===== config.mk =====
export PLATFORM = sky130hd
export DESIGN_NAME = mux_16to1_scan_ctrl_flat
export DESIGN_NICKNAME = d
export VERILOG_FILES = /design/src/rtl/mux_16to1_scan_ctrl_if.sv /design/src/rtl/mux_16to1_scan_ctrl.sv /design/src/flat_wrapper.sv
export SDC_FILE = /design/constraint.sdc
export NUM_CORES = 1
export LEC_CHECK = 0
export BUFFER_PORTS_ARGS = -buffer_cell sky130_fd_sc_hd__buf_2
export CAP_MARGIN = 30
export CORE_UTILIZATION = 55
export DETAILED_ROUTE_END_ITERATION = 16
export GPL_TIMING_DRIVEN = 0
export MAX_ROUTING_LAYER = met4
export PLACE_DENSITY = 0.78
export SETUP_SLACK_MARGIN = 0.15
export SYNTH_ARGS = -nofsm -noshare
export SYNTH_HDL_FRONTEND = slang
export SYNTH_SLANG_ARGS = --single-unit

===== constraint.sdc =====
create_clock -name clk -period 2.5 [get_ports clk]
set_input_delay 0.125 -clock clk [delete_from_list [all_inputs] [get_ports clk]]
set_output_delay 0.125 -clock clk [all_outputs]
set_load 0.02 [all_outputs]

===== src/rtl/mux_16to1_scan_ctrl_if.sv =====
// Handshake and data bundle between a scan controller and mux_16to1_scan_ctrl.
// MUX_SCAN_CONT_EN adds the cont request line.
interface mux_16to1_scan_ctrl_if #(
   parameter int DWELL_W = 8
);
   logic               start;
   logic [DWELL_W-1:0] dwell;
   logic [15:0]        ch_mask;
   logic               mux_out;
   logic [3:0]         sel;
   logic [15:0]        capture;
   logic               busy;
   logic               done;
`ifdef MUX_SCAN_CONT_EN
   logic               cont;
`endif

   modport master (
`ifdef MUX_SCAN_CONT_EN
      output cont,
`endif
      output start, dwell, ch_mask, mux_out,
      input  sel, capture, busy, done
   );

   modport slave (
`ifdef MUX_SCAN_CONT_EN
      input  cont,
`endif
      input  start, dwell, ch_mask, mux_out,
      output sel, capture, busy, done
   );
endinterface


===== src/rtl/mux_16to1_scan_ctrl.sv =====
// Select sequencer for a 16:1 bit mux: settles, samples and captures each enabled channel.
// Optional MUX_SCAN_CONT_EN: cont restarts the scan straight from DONE.
module mux_16to1_scan_ctrl #(
   parameter int DWELL_W = 8
) (
   input logic                   clk,
   input logic                   reset,
   mux_16to1_scan_ctrl_if.slave  bus
);

   typedef enum logic [1:0] {
      S_IDLE,
      S_SETTLE,
      S_SAMPLE,
      S_DONE
   } state_t;

   state_t             state_q, state_d;
   logic [DWELL_W-1:0] cnt_q, cnt_d;
   logic [DWELL_W-1:0] dwell_q, dwell_d;
   logic [15:0]        mask_q, mask_d;
   logic [15:0]        cap_q, cap_d;
   logic [3:0]         sel_q, sel_d;

   logic [3:0]         first_in;
   logic               nxt_found;
   logic [3:0]         nxt_ch;
`ifdef MUX_SCAN_CONT_EN
   logic [3:0]         first_q;
`endif

   // Lowest set bit; scanning downward lets the last hit win.
   function automatic logic [3:0] lowest(input logic [15:0] m);
      logic [3:0] r;
      r = '0;
      for (int i = 15; i >= 0; i--) begin
         if (m[i]) r = 4'(i);
      end
      return r;
   endfunction

   always_comb begin
      first_in = lowest(bus.ch_mask);
   end

`ifdef MUX_SCAN_CONT_EN
   always_comb begin
      first_q = lowest(mask_q);
   end
`endif

   // Next enabled channel strictly above the current select.
   always_comb begin
      nxt_found = 1'b0;
      nxt_ch    = sel_q;
      for (int i = 15; i >= 0; i--) begin
         if (mask_q[i] && (4'(i) > sel_q)) begin
            nxt_found = 1'b1;
            nxt_ch    = 4'(i);
         end
      end
   end

   always_comb begin
      state_d = state_q;
      cnt_d   = cnt_q;
      dwell_d = dwell_q;
      mask_d  = mask_q;
      cap_d   = cap_q;
      sel_d   = sel_q;
      unique case (state_q)
         S_IDLE: begin
            if (bus.start) begin
               dwell_d = bus.dwell;
               mask_d  = bus.ch_mask;
               cap_d   = '0;
               if (bus.ch_mask == '0) begin
                  state_d = S_DONE;
               end else begin
                  sel_d   = first_in;
                  cnt_d   = bus.dwell;
                  state_d = S_SETTLE;
               end
            end
         end
         S_SETTLE: begin
            if (cnt_q == '0) begin
               state_d = S_SAMPLE;
            end else begin
               cnt_d = cnt_q - DWELL_W'(1);
            end
         end
         S_SAMPLE: begin
            cap_d[sel_q] = bus.mux_out;
            if (nxt_found) begin
               sel_d   = nxt_ch;
               cnt_d   = dwell_q;
               state_d = S_SETTLE;
            end else begin
               state_d = S_DONE;
            end
         end
         S_DONE: begin
            state_d = S_IDLE;
`ifdef MUX_SCAN_CONT_EN
            // Capture is kept; each bit is refreshed as it is re-sampled.
            if (bus.cont && (mask_q != '0)) begin
               sel_d   = first_q;
               cnt_d   = dwell_q;
               state_d = S_SETTLE;
            end
`endif
         end
         default: begin
            state_d = S_IDLE;
         end
      endcase
   end

   always_ff @(posedge clk) begin
      if (reset) begin
         state_q <= S_IDLE;
         cnt_q   <= '0;
         dwell_q <= '0;
         mask_q  <= '0;
         cap_q   <= '0;
         sel_q   <= '0;
      end else begin
         state_q <= state_d;
         cnt_q   <= cnt_d;
         dwell_q <= dwell_d;
         mask_q  <= mask_d;
         cap_q   <= cap_d;
         sel_q   <= sel_d;
      end
   end

   always_comb begin
      bus.sel     = sel_q;
      bus.capture = cap_q;
      bus.busy    = (state_q == S_SETTLE) || (state_q == S_SAMPLE);
      bus.done    = (state_q == S_DONE);
   end

endmodule


===== src/flat_wrapper.sv =====
// flat-port wrapper written by rule: the top's interface ports become plain ports
module mux_16to1_scan_ctrl_flat 
#(
   parameter int DWELL_W = 8
)
  (clk, reset, bus_start, bus_dwell, bus_ch_mask, bus_mux_out, bus_sel, bus_capture, bus_busy, bus_done);
  mux_16to1_scan_ctrl_if #(.DWELL_W(DWELL_W)) bus_i ();
  input logic clk;
  input logic reset;
  input wire logic [$bits(bus_i.start)-1:0] bus_start;
  input wire logic [$bits(bus_i.dwell)-1:0] bus_dwell;
  input wire logic [$bits(bus_i.ch_mask)-1:0] bus_ch_mask;
  input wire logic [$bits(bus_i.mux_out)-1:0] bus_mux_out;
  output wire logic [$bits(bus_i.sel)-1:0] bus_sel;
  output wire logic [$bits(bus_i.capture)-1:0] bus_capture;
  output wire logic [$bits(bus_i.busy)-1:0] bus_busy;
  output wire logic [$bits(bus_i.done)-1:0] bus_done;
  assign bus_i.start = bus_start;
  assign bus_i.dwell = bus_dwell;
  assign bus_i.ch_mask = bus_ch_mask;
  assign bus_i.mux_out = bus_mux_out;
  assign bus_sel = bus_i.sel;
  assign bus_capture = bus_i.capture;
  assign bus_busy = bus_i.busy;
  assign bus_done = bus_i.done;
  mux_16to1_scan_ctrl #(.DWELL_W(DWELL_W)) u_core (.clk(clk), .reset(reset), .bus(bus_i));
endmodule

Word level (Yosys, flattened, before mapping)
Index checks and enable logic that the tools add are counted.

operators by class
  add/subtract/negate cells = 1
  magnitude comparators = 18
  eq/ne operators = 9
  multiplexer cells = 67
  reductions and logical operators = 28

operator list
  operator               count
  $mux W4                35
  $gt A4 B4 Y1 const A   8
  $mux W8                4
  $pmux W16 S2           1
  $pmux W8 S3            1
  $logic_and A1 B1 Y1    17
  $mux W1                17
  $ne A17 B1 Y1 const B  1
  $bwmux W16             1
  $gt A3 B4 Y1 const A   4
  $logic_not A16 Y1      1
  $mux W16               1
  $reduce_and A5 Y1      2
  $gt A1 B4 Y1 const A   2
  $gt A2 B4 Y1 const A   2
  $logic_not A8 Y1       1
  $mux W2                4
  $pmux W2 S4            1
  $pmux W4 S2            1
  $sub A8 B1 Y8 const B  1
  $ne A2 B2 Y1 const B   3
  $reduce_and A2 Y1      3
  $lt A4 B5 Y1 const B   1
  $demux W1 S4           1
  other kinds (8)        10

storage, ports and cells
  register bits after elaboration = 54
  input bits = 28
  output and inout port bits = 22
  logic and storage cells = 129

Longest topological paths before layout
Gate-level depths: netlist of run 1.

  depth in word-level cells = 20
  mapped depth = 9

Worst setup path after synthesis of run 1
Ideal clock, no wire load.

  kind = register to register
  from = register u_core.state_q[0]
  to = register u_core.cnt_q[0]
  library setup time = 0.101 ns
  arrival time = 2.029 ns
  slack = 0.370 ns
  stages on the path, launching flop included = 10
  path buffers = 1
  path through = dfxtp_1 inv_1 ha_1 buf_2 clkinv_1 a21o_1 nor4_2 a21oi_1 a211o_1 o41ai_1

between the ends
  cells in the longest elaborated chain, start to end = 3
  elaborated cells between the ends (all ways) = 10
  those cells by class = 6 x eq/ne; 1 x mux; 3 x reduce/logical

ends and longest elaborated chain
  what                                                         line                        text
  start: declaration                                           mux_16to1_scan_ctrl.sv:18   state_t state_q, state_d;
  start signal: assignment                                     mux_16to1_scan_ctrl.sv:129  state_q <= state_d;
  $eq A2 B1 Y1, or another cell as far along                   mux_16to1_scan_ctrl.sv:71   unique case (state_q)
  $ne A2 B2 Y1 (no source line), or another cell as far along  n/a
  $reduce_and A5 Y1 (no source line)                           n/a
  end signal: assignment                                       mux_16to1_scan_ctrl.sv:130  cnt_q <= cnt_d;
  end: declaration                                             mux_16to1_scan_ctrl.sv:19   logic [DWELL_W-1:0] cnt_q, cnt_d;

Parallel ways exist; a longest one is shown, timed or not.
A chain may end at the register's enable or synchronous reset.

Worst setup path in the final report of run 1
  from = register u_core.sel_q[1], in the netlist u_core.bus.sel[1]
  to = register u_core.sel_q[0], in the netlist u_core.bus.sel[0]

between the ends
  cells in the longest elaborated chain, start to end = 20
  elaborated cells between the ends (all ways) = 68
  those cells by class = 16 x order compare; 2 x eq/ne; 33 x mux; 17 x reduce/logical

ends and longest elaborated chain
  what                                line                        text
  start: declaration                  mux_16to1_scan_ctrl.sv:23   logic [3:0] sel_q, sel_d;
  start signal: assignment            mux_16to1_scan_ctrl.sv:134  sel_q <= sel_d;
  $gt A4 B4 Y1                        mux_16to1_scan_ctrl.sv:57   if (mask_q[i] && (4'(i) > sel_q)) begin
  $logic_and A1 B1 Y1                 mux_16to1_scan_ctrl.sv:57
  $mux W1 (16 in a row)               mux_16to1_scan_ctrl.sv:57
  $ne A2 B1 Y1 (no source line)       n/a
  $reduce_and A5 Y1 (no source line)  n/a

Parallel ways exist; a longest one is shown, timed or not. The select of a mux whose other input is x is not followed.

==> run metrics, run 1 <==
# IOs 50; part of the power in registers 43.2%; clock share of power 22.0%; area of the multi-input gates 1930 um^2; CTS Buf Count 5; Routed met3 length 688 um; Seq. cell area 1060 um^2; Core Region 5470 um^2; Initial Util 56.8%; Area Growth Syn to Fin 15.4%; pwr/cell area 636 nW/um^2; crit start category register; Metal-1 WL 3970 um; routed wl met2 4070 um; fin util 65.5%; first-pass GRT wire length 14,500 um; Tot Pwr 2.28 mW; net switching power 876 uW; gr usage total 31.4%; worst path arrival time 2.42 ns; Most used DFF post-synth dfxtp_1; dpl hpwl 6560 um; DRC 0; Seq/Total Area, Yosys 34.1%; CTS root buffer clkbuf_8; Worst-path clk slew 0.10 ns; min-delay worst type in2reg; DR vias 3,393; synthesized flop and latch total 53; top-area cell type share of the netlist area 34.1%; syn avg cell area 7.36 um^2; Yosys top cell by area dfxtp_1; combinational cell fraction of total power 34.8%; final slew viol count 0; Iter 0 DRT Violations 344; total setup buffers inserted after CTS 0; final setup fails 0; Static Leak 1.44 nW; Final Hold Vio Count 0; die height 77.2 um; Period minus WS final 2.23 ns; CP required 2.69 ns; Post-synth EDFFs 0; cell-internal power 1.41 mW; CTS tree yes; share of cells above drive strength 1 17.2%; hold-fix buffers at CTS 0; I/O Buffers 48; drt via density 6.17; DR pass1 iterations 5; CP endpoint kind register; Die ar. 5960 um^2; Placement Setup Slack -0.0781 ns; initial antenna violation count 0; clock buffer depth 2; WL final 8940 um; Max Used Layer met4; status completed; Worst Tran Pin Value 0.632 ns; largest net degree at the start of global routing 17; syn_nets 456; # diodes 0; wire per inst 16.3 um; ys async rst share 0%; GP Congestion 0.904; count leader, synth nand2_1; Synth area leaders dfxtp_1, nand2_1, a21oi_1, nor2_1, o21ai_0; Syn Inst Count 422; Die Wd 77.2 um; htree depth 2; Fin Clk Skew 0.0100 ns; unrepaired setup endpoints after global routing no; vias in the first global route 3,015; post-route ant nets 0; Switching Fraction 38.4%; Worst VDD drop 0.345 mV; maxcap violations 0; Post-synth top cells nand2_1, a21oi_1, dfxtp_1; critical path peak fanout 10; synthesized area 3110 um^2; Cell Rows 27; max_slew headroom 57.5%; gr ovfl total 0; max frequency 448 MHz; yosys warns 0; final net count 511; fill count 520; worst setup path category reg2reg; clk sinks 53; later-pin clock latency in the skew report 0.32 ns; final setup slack of the worst path 0.265 ns; Netlist cell types 60; post-route clock period utilization 89.4%
[state kept, by name (all words and copies together), names as in the netlist]
signal              count
u_core.bus.capture     16
u_core.cnt_q            8
u_core.dwell_q          8
u_core.mask_q          15
u_core.bus.sel          4
u_core.state_q          2
[per-stage QoR]
step                      instance area [um^2]  TNS (ns)  hold WS, ns  std cells
after floorplan                           3110         0        0.261        422
after global placement                    3440    -0.117        0.378        542
after detailed placement                  3440    -0.117        0.385        542
after CTS                                 3550         0       0.0472        550
after global routing                      3590         0       0.0560        550
final                                     3590         0       0.0457        550
[path summary, 6_finish.rpt]
path / start / endpoint / slack [ns] / cells after the start
hold reg to reg: u_core.dwell_q[6] / u_core.dwell_q[6] / 0.47 / 2
setup reg to reg: u_core.bus.sel[1] / u_core.bus.sel[0] / 0.27 / 8
setup / recovery: u_core.bus.sel[1] / u_core.bus.sel[0] / 0.27 / 8
hold / removal: bus_dwell[1] / u_core.dwell_q[1] / 0.05 / 3
[worst max-delay path, stage by stage (launching register included)]
cell and delay (ns):
dfxtp_1 0.34, buf_6 0.15, clkbuf_1 0.25, inv_1 0.19, o21ai_0 0.11, o2bb2ai_1 0.13
a2111oi_1 0.57, o221a_2 0.29, o32ai_1 0.07
[power groups by stage]
stage,combinational (mW),sequential (mW),clock (mW)
3_3_place_gp,0.730,0.998,0
3_5_place_dp,0.744,1.00,0
5_1_grt,0.872,0.995,0.532
2_1_floorplan,0.547,0.989,0
6_report,0.793,0.986,0.503
4_1_cts,0.765,0.982,0.499
[layer usage]
metal | vias to the layer above | GRT usage [%]
li1 | 1624 | -
met1 | 1578 | 40.9
met2 | 169 | 47.9
met3 | 22 | 5.60
met4 | 0 | 12.5
met5 | - | -
[cell usage in the layout, fill, tap and decap left out, types with 4 or more instances in the layout]
master / Yosys / layout
nand2_1: 72 / 72
inv_1: 16 / 16
nor2_1: 46 / 45
a221o_1: 4 / 4
clkbuf_1: 15 / 15
clkbuf_8: 0 / 5
buf_2: 3 / 51
nand3_1: 11 / 11
a22oi_1: 11 / 11
xor2_1: 6 / 6
a211oi_1: 5 / 4
nand2b_1: 5 / 5
o21ai_0: 31 / 31
a21oi_1: 53 / 51
dfxtp_1: 53 / 53
nor4_1: 6 / 6
a31oi_1: 5 / 5
nor3_1: 4 / 4
ha_1: 6 / 6
nor2b_1: 5 / 5
[final cells by class]
cell class / instances / area share (%)
flip-flops and latches: 53 / 29.6
plain buffers: 24 / 3.07
well taps: 72 / 2.51
clock buffers: 6 / 2.02
inverters: 17 / 1.85
repair buffers: 48 / 6.70
multi-input cells: 328 / 53.9
clock inverters: 2 / 0.384
[kinds of logic (layout without fill, tap and decap cells)]
| logic type | after synthesis | count (layout) | synth area share [%] |
|---|---|---|---|
| buffers and inverters | 41 | 97 | 5.56 |
| XOR/XNOR | 6 | 6 | 1.69 |
| AO/OA/AOI/OAI | 143 | 143 | 30.0 |
| adder cells (fa/ha/maj) | 6 | 6 | 2.42 |
| AND/OR/NAND/NOR | 172 | 172 | 25.8 |
| flip-flops | 53 | 53 | 34.1 |
| multiplexers | 1 | 1 | 0.322 |
[what timing repair did]
action                     CTS  global route
pin swaps                    0             1
setup endpoints to repair   19            17
resized for setup            6            10
Note: power is estimated with default switching activity, not from simulation.
==> inputs of run 2 (changes only) <==
--- a/config.mk
+++ b/config.mk
@@ -5,8 +5,9 @@
 export SDC_FILE = /design/constraint.sdc
 export NUM_CORES = 1
 export LEC_CHECK = 0
+export ABC_AREA = 1
 export BUFFER_PORTS_ARGS = -buffer_cell sky130_fd_sc_hd__buf_2
-export CAP_MARGIN = 30
+export CAP_MARGIN = 10
 export CORE_UTILIZATION = 55
 export DETAILED_ROUTE_END_ITERATION = 16
 export GPL_TIMING_DRIVEN = 0
==> run metrics, run 2 <==
min-delay worst type in2reg; CTS Buf Count 5; placed cell count 570; synthesized area 2910 um^2; first-pass GRT wire length 12,200 um; met3 usage 4.69%; Netlist cell types 27; Global Route met2 Usage 44.5%; ys async rst share 0%; commonest non-fill, non-tap cell in the layout nand2_1; hold-fix buffers at CTS 0; crit path buf inv count 3; Synth area leaders dfxtp_1, a21oi_1, nand2_1, o21ai_0, inv_1; total setup buffers inserted after CTS 0; net switching power 1.57 mW; Most used DFF post-synth dfxtp_1; gr usage total 29.2%; Syn Inst Count 451; post-route ant nets 0; later-pin clock latency in the skew report 0.31 ns; syn_nets 485; Die Wd 74.7 um; syn avg cell area 6.45 um^2; gr busiest metal met2; final slew viol count 0; CP dominant cell by count nand2_1; Core Region 5110 um^2; synthesized flop and latch total 53; die height 74.7 um; CTS tree yes; pwr/cell area 1000 nW/um^2; initial antenna violation count 0; Worst-path clk slew 0.10 ns; wire per inst 13.0 um; # diodes 0; part of the power in registers 35.6%; combinational cell fraction of total power 50.0%; Die ar. 5590 um^2; final net count 541; most frequent cells in the layout nand2_1, a21oi_1, o21ai_0; Static Leak 1.59 nW; worst path arrival time 2.31 ns; max reg flops 16; dpl hpwl 5560 um; CTS root buffer clkbuf_8; Area Growth Syn to Fin 14.5%; DR pass1 iterations 5; final setup fails 0; crit start category register; maxcap violations 0; CP delay by family, top simple AND/OR/NAND/NOR gates; cell-internal power 1.77 mW; Post-synth EDFFs 0; Seq/Total Area, Yosys 36.5%; WL final 7540 um; Setup TNS 0 ns; gr ovfl total 0; DR vias 3,155; count leader, synth nand2_1; yosys warns 0; # IOs 50; max_slew headroom 66.0%; Period minus WS final 2.11 ns; Worst Tran Pin Value 0.511 ns; DRC 0; htree depth 2; CP peak stage delay 0.40 ns; Non-Filler Instances 578; I/O Buffers 49; top-area cell type share of the netlist area 36.5%; drt via density 5.46; largest net degree at the start of global routing 16; Initial Util 57.0%; GP Congestion 0.924; vias in the first global route 2,666; max frequency 473 MHz; CP required 2.70 ns; clock share of power 14.4%; Cell Rows 26; status completed; unrepaired setup endpoints after global routing no; Worst VDD drop 0.451 mV; clk sinks 53; crit-path cells inv_1, nand2_1, nor2_2, nand2_1, nand2_1, inv_1, nand2_1, nor2_1, nand4_1, nand2_2, nor2_2, inv_1, o21ai_0, a21oi_1; share of cells above drive strength 1 15.9%; clock buffer depth 2; Post-synth top cells nand2_1, a21oi_1, o21ai_0; Switching Fraction 47.0%; GR Util met1 40.1%; Final Hold Vio Count 0; Iter 0 DRT Violations 207; Yosys top cell by area dfxtp_1; slowest CP cell dfxtp_1; CP endpoint kind register; worst setup path category reg2reg; Fin Clk Skew 0.00683 ns; post-route clock period utilization 84.5%; critical path peak fanout 7
run 2: cell count changes in the layout (fill, tap and decap cells not counted), sizes merged, moves of 5 or more:
| cell | previous run | this run |
|---|---|---|
| nor2b | 5 | 0 |
| nor2 | 46 | 52 |
| buf | 57 | 52 |
| o21ai | 32 | 66 |
| nand3 | 11 | 16 |
| a21oi | 55 | 68 |
| nand2b | 5 | 0 |
| nor4 | 8 | 1 |
| inv | 18 | 64 |
| xor2 | 6 | 0 |
| nand2 | 72 | 89 |
| a22oi | 11 | 6 |
run 2: layout make-up:
type	count	area (um^2)
Buffer	15	68.8
Clock buffer	6	72.6
Clock inverter	2	10.0
Fill cell	517	1770
Inverter	64	240
Multi-Input combinational cell	319	1550
Sequential cell	53	1060
Tap cell	70	87.6
Timing Repair Buffer	49	245
run 2: per-layer routing:
layer  wire length (um)  vias to the layer above
li1                   -                     1591
met1               3590                     1422
met2               3330                      126
met3                504                       16
met4                109                        0
met5                  0                        -
run 2: kinds of logic (layout without fill, tap and decap cells):
kind of cell	after synthesis	in the layout	synth area share, %
AO/OA/AOI/OAI	147	147	26.6
buffers and inverters	79	136	10.6
AND/OR/NAND/NOR	166	166	23.8
flip-flops	53	53	36.5
adder cells (fa/ha/maj)	6	6	2.58
run 2: path summary, 6_finish.rpt:
path / start / end / slack [ns] / cells after the start
min reg2reg: u_core.bus.capture[10] / u_core.bus.capture[10] / 0.46 / 2
max: u_core.bus.sel[1] / u_core.bus.sel[3] / 0.39 / 14
max reg2reg: u_core.bus.sel[1] / u_core.bus.sel[3] / 0.39 / 14
min: bus_dwell[5] / u_core.dwell_q[5] / 0.08 / 3
run 2: worst reg2reg max path, cell delays in order, from the launching register on:
cell and delay, ns:
dfxtp_1 0.40, inv_1 0.17, nand2_1 0.18, nor2_2 0.20
nand2_1 0.09, nand2_1 0.06, inv_1 0.05, nand2_1 0.07
nor2_1 0.05, nand4_1 0.12, nand2_2 0.09, nor2_2 0.22
inv_1 0.11, o21ai_0 0.15, a21oi_1 0.05
run 2: power groups by stage:
| stage | logic, mW | clock network, mW | registers [mW] |
|---|---|---|---|
| floorplan | 1.22 | 0 | 1.19 |
| global placement | 1.59 | 0 | 1.19 |
| detailed placement | 1.61 | 0 | 1.20 |
| CTS | 1.64 | 0.486 | 1.18 |
| global route | 1.90 | 0.519 | 1.21 |
| finish | 1.67 | 0.482 | 1.19 |
run 2: through the flow:
step / setup slack, ns / instance area [um^2] / power (mW) / hold slack, ns / util (%)
finish: 0.387 / 3330 / 3.34 / 0.0767 / 65.3
global route: 0.166 / 3330 / 3.63 / 0.0838 / 65.3
CTS: 0.258 / 3330 / 3.30 / 0.0677 / 65.2
global placement: 0.117 / 3240 / 2.79 / 0.387 / 63.5
floorplan: 0.676 / 2910 / 2.41 / 0.204 / -
detailed placement: 0.112 / 3240 / 2.81 / 0.395 / 63.5
run 2: what timing repair did:
action | in CTS | in global routing
gates resized for setup | 1 | 4
endpoints found under the hold margin | 0 | 0
gates cloned | 0 | 0
endpoints found under the setup margin | 5 | 13
==> inputs of run 3 (changes only) <==
--- a/config.mk
+++ b/config.mk
@@ -5,14 +5,14 @@
 export SDC_FILE = /design/constraint.sdc
 export NUM_CORES = 1
 export LEC_CHECK = 0
-export ABC_AREA = 1
+export ABC_AREA = 0
 export BUFFER_PORTS_ARGS = -buffer_cell sky130_fd_sc_hd__buf_2
 export CAP_MARGIN = 10
-export CORE_UTILIZATION = 55
+export CORE_UTILIZATION = 51
 export DETAILED_ROUTE_END_ITERATION = 16
 export GPL_TIMING_DRIVEN = 0
 export MAX_ROUTING_LAYER = met4
-export PLACE_DENSITY = 0.78
+export PLACE_DENSITY = 0.76
 export SETUP_SLACK_MARGIN = 0.15
 export SYNTH_ARGS = -nofsm -noshare
 export SYNTH_HDL_FRONTEND = slang
==> constraint.sdc (replaced) <==
create_clock -name clk -period 1.9 [get_ports clk]
set_input_delay 0.095 -clock clk [delete_from_list [all_inputs] [get_ports clk]]
set_output_delay 0.095 -clock clk [all_outputs]
set_load 0.02 [all_outputs]
==> run metrics, run 3 (synthesized netlist as in run 1, its figures left out) <==
post-route cell area 3930 um^2; CTS root buffer clkbuf_8; final slew viol count 0; dpl hpwl 6750 um; Worst Tran Pin Value 0.696 ns; Hold WS 0.0206 ns; post-route clock period utilization 112%; first-pass GRT wire length 14,800 um; commonest non-fill, non-tap cell in the layout nand2_1; Iter 0 DRT Violations 196; crit start category register; most frequent cells in the layout nand2_1, a21oi_1, buf_2; Period minus WS final 2.13 ns; Placement Setup Slack -0.495 ns; Fin Clk Skew 0.00966 ns; crit path buf inv count 1; gr usage total 30.8%; max reg flops 16; status finished with violations; DRC 0; final setup fails 13; drt via density 6.04; Worst-path clk slew 0.11 ns; fill count 529; share of cells above drive strength 1 25.4%; Core Region 5890 um^2; wire per inst 16.5 um; DP Area 3500 um^2; final net count 521; Worst VDD drop 0.482 mV; Cell Rows 28; CP required 2.14 ns; Seq. cell area 1080 um^2; min-delay worst type in2reg; critical path peak fanout 7; Die Wd 80.1 um; # diodes 0; maxcap violations 0; slowest CP cell or4_1; later-pin clock latency in the skew report 0.32 ns; CP endpoint kind register; vias in the first global route 3,113; fin util 66.8%; final setup slack of the worst path -0.232 ns; Setup TNS -1.97 ns; die height 80.1 um; failing checks negative setup slack; unrepaired setup endpoints after global routing yes; initial antenna violation count 0; post-route ant nets 0; pwr/cell area 823 nW/um^2; Initial Util 52.8%; DR vias 3,400; htree depth 2; Static Leak 1.56 nW; gr ovfl total 0; Area Growth Syn to Fin 26.4%; crit-path cells buf_8, or3b_4, a21oi_4, nor4_4, a21o_4, or4_1, a21oi_1; largest net degree at the start of global routing 17; Final Hold Vio Count 0; I/O Buffers 48; area of the multi-input gates 2100 um^2; worst setup path category reg2reg; CP delay by family, top simple AND/OR/NAND/NOR gates; CP peak stage delay 0.47 ns; GP Congestion 0.920; Die ar. 6410 um^2; clock buffer depth 2; CTS tree yes; max_slew headroom 53.6%; clk sinks 53; DR pass1 iterations 5; worst path arrival time 2.37 ns; max frequency 469 MHz; # IOs 50; CTS Buf Count 5; WL final 9270 um
-- run 3: cell count changes in the layout (fill, tap and decap cells not counted), sizes merged, moves of 6 or more --
cell	delta
inv	-47
o21ai	-34
buf	+17
nand2	-17
a21oi	-13
nor4	+7
nor2	-6
xor2	+6
-- run 3: cell type report --
cell class | count | area share [%]
repair buffers | 58 | 8.44
inverters | 17 | 1.88
well taps | 75 | 2.39
flip-flops and latches | 53 | 27.6
clock buffers | 6 | 2.10
multi-input cells | 328 | 53.4
plain buffers | 24 | 3.85
clock inverters | 2 | 0.350
-- run 3: metrics by stage --
stage               power (mW)  std cells
floorplan                 2.06        422
global placement          2.32        545
detailed placement        2.33        545
CTS                       3.14        559
global route              3.40        563
finish                    3.23        563
-- run 3: power breakdown --
part           switching (mW)  total (mW)  internal [mW]
logic                   0.718        1.22          0.501
clock network           0.407       0.704          0.297
registers               0.107        1.31           1.20
-- run 3: worst register-to-register path: cells and delay by family, from the launching register on --
kind	cells	cell delay, ns
AND/OR/NAND/NOR	3	0.96
AO/OA/AOI/OAI	3	0.60
flip-flops	1	0.37
buffers and inverters	1	0.13
-- run 3: worst paths after layout --
check	from	endpoint	slack, ns	depth (start not counted)
min reg2reg	u_core.bus.capture[7]	u_core.bus.capture[7]	0.47	2
max reg2reg	u_core.bus.sel[1]	u_core.cnt_q[2]	-0.23	7
min	bus_dwell[0]	u_core.dwell_q[0]	0.02	3
max	u_core.bus.sel[1]	u_core.cnt_q[2]	-0.23	7
-- run 3: repair_timing --
item / in CTS / in global routing
hold buffers: 0 / 0
setup buffers: 6 / 4
gates cloned: 0 / 0
pin swaps: 9 / 8
setup endpoints to repair: 50 / 50
resized for setup: 41 / 25
-- run 3: per-layer routing --
layer | global-route usage [%] | share of wire (%) | wire length (um)
met5 | - | 0 | 0
met1 | 39.8 | 46 | 4250
met4 | 10.2 | 2.0 | 185
met3 | 4.89 | 6.1 | 563
met2 | 49.2 | 46 | 4270
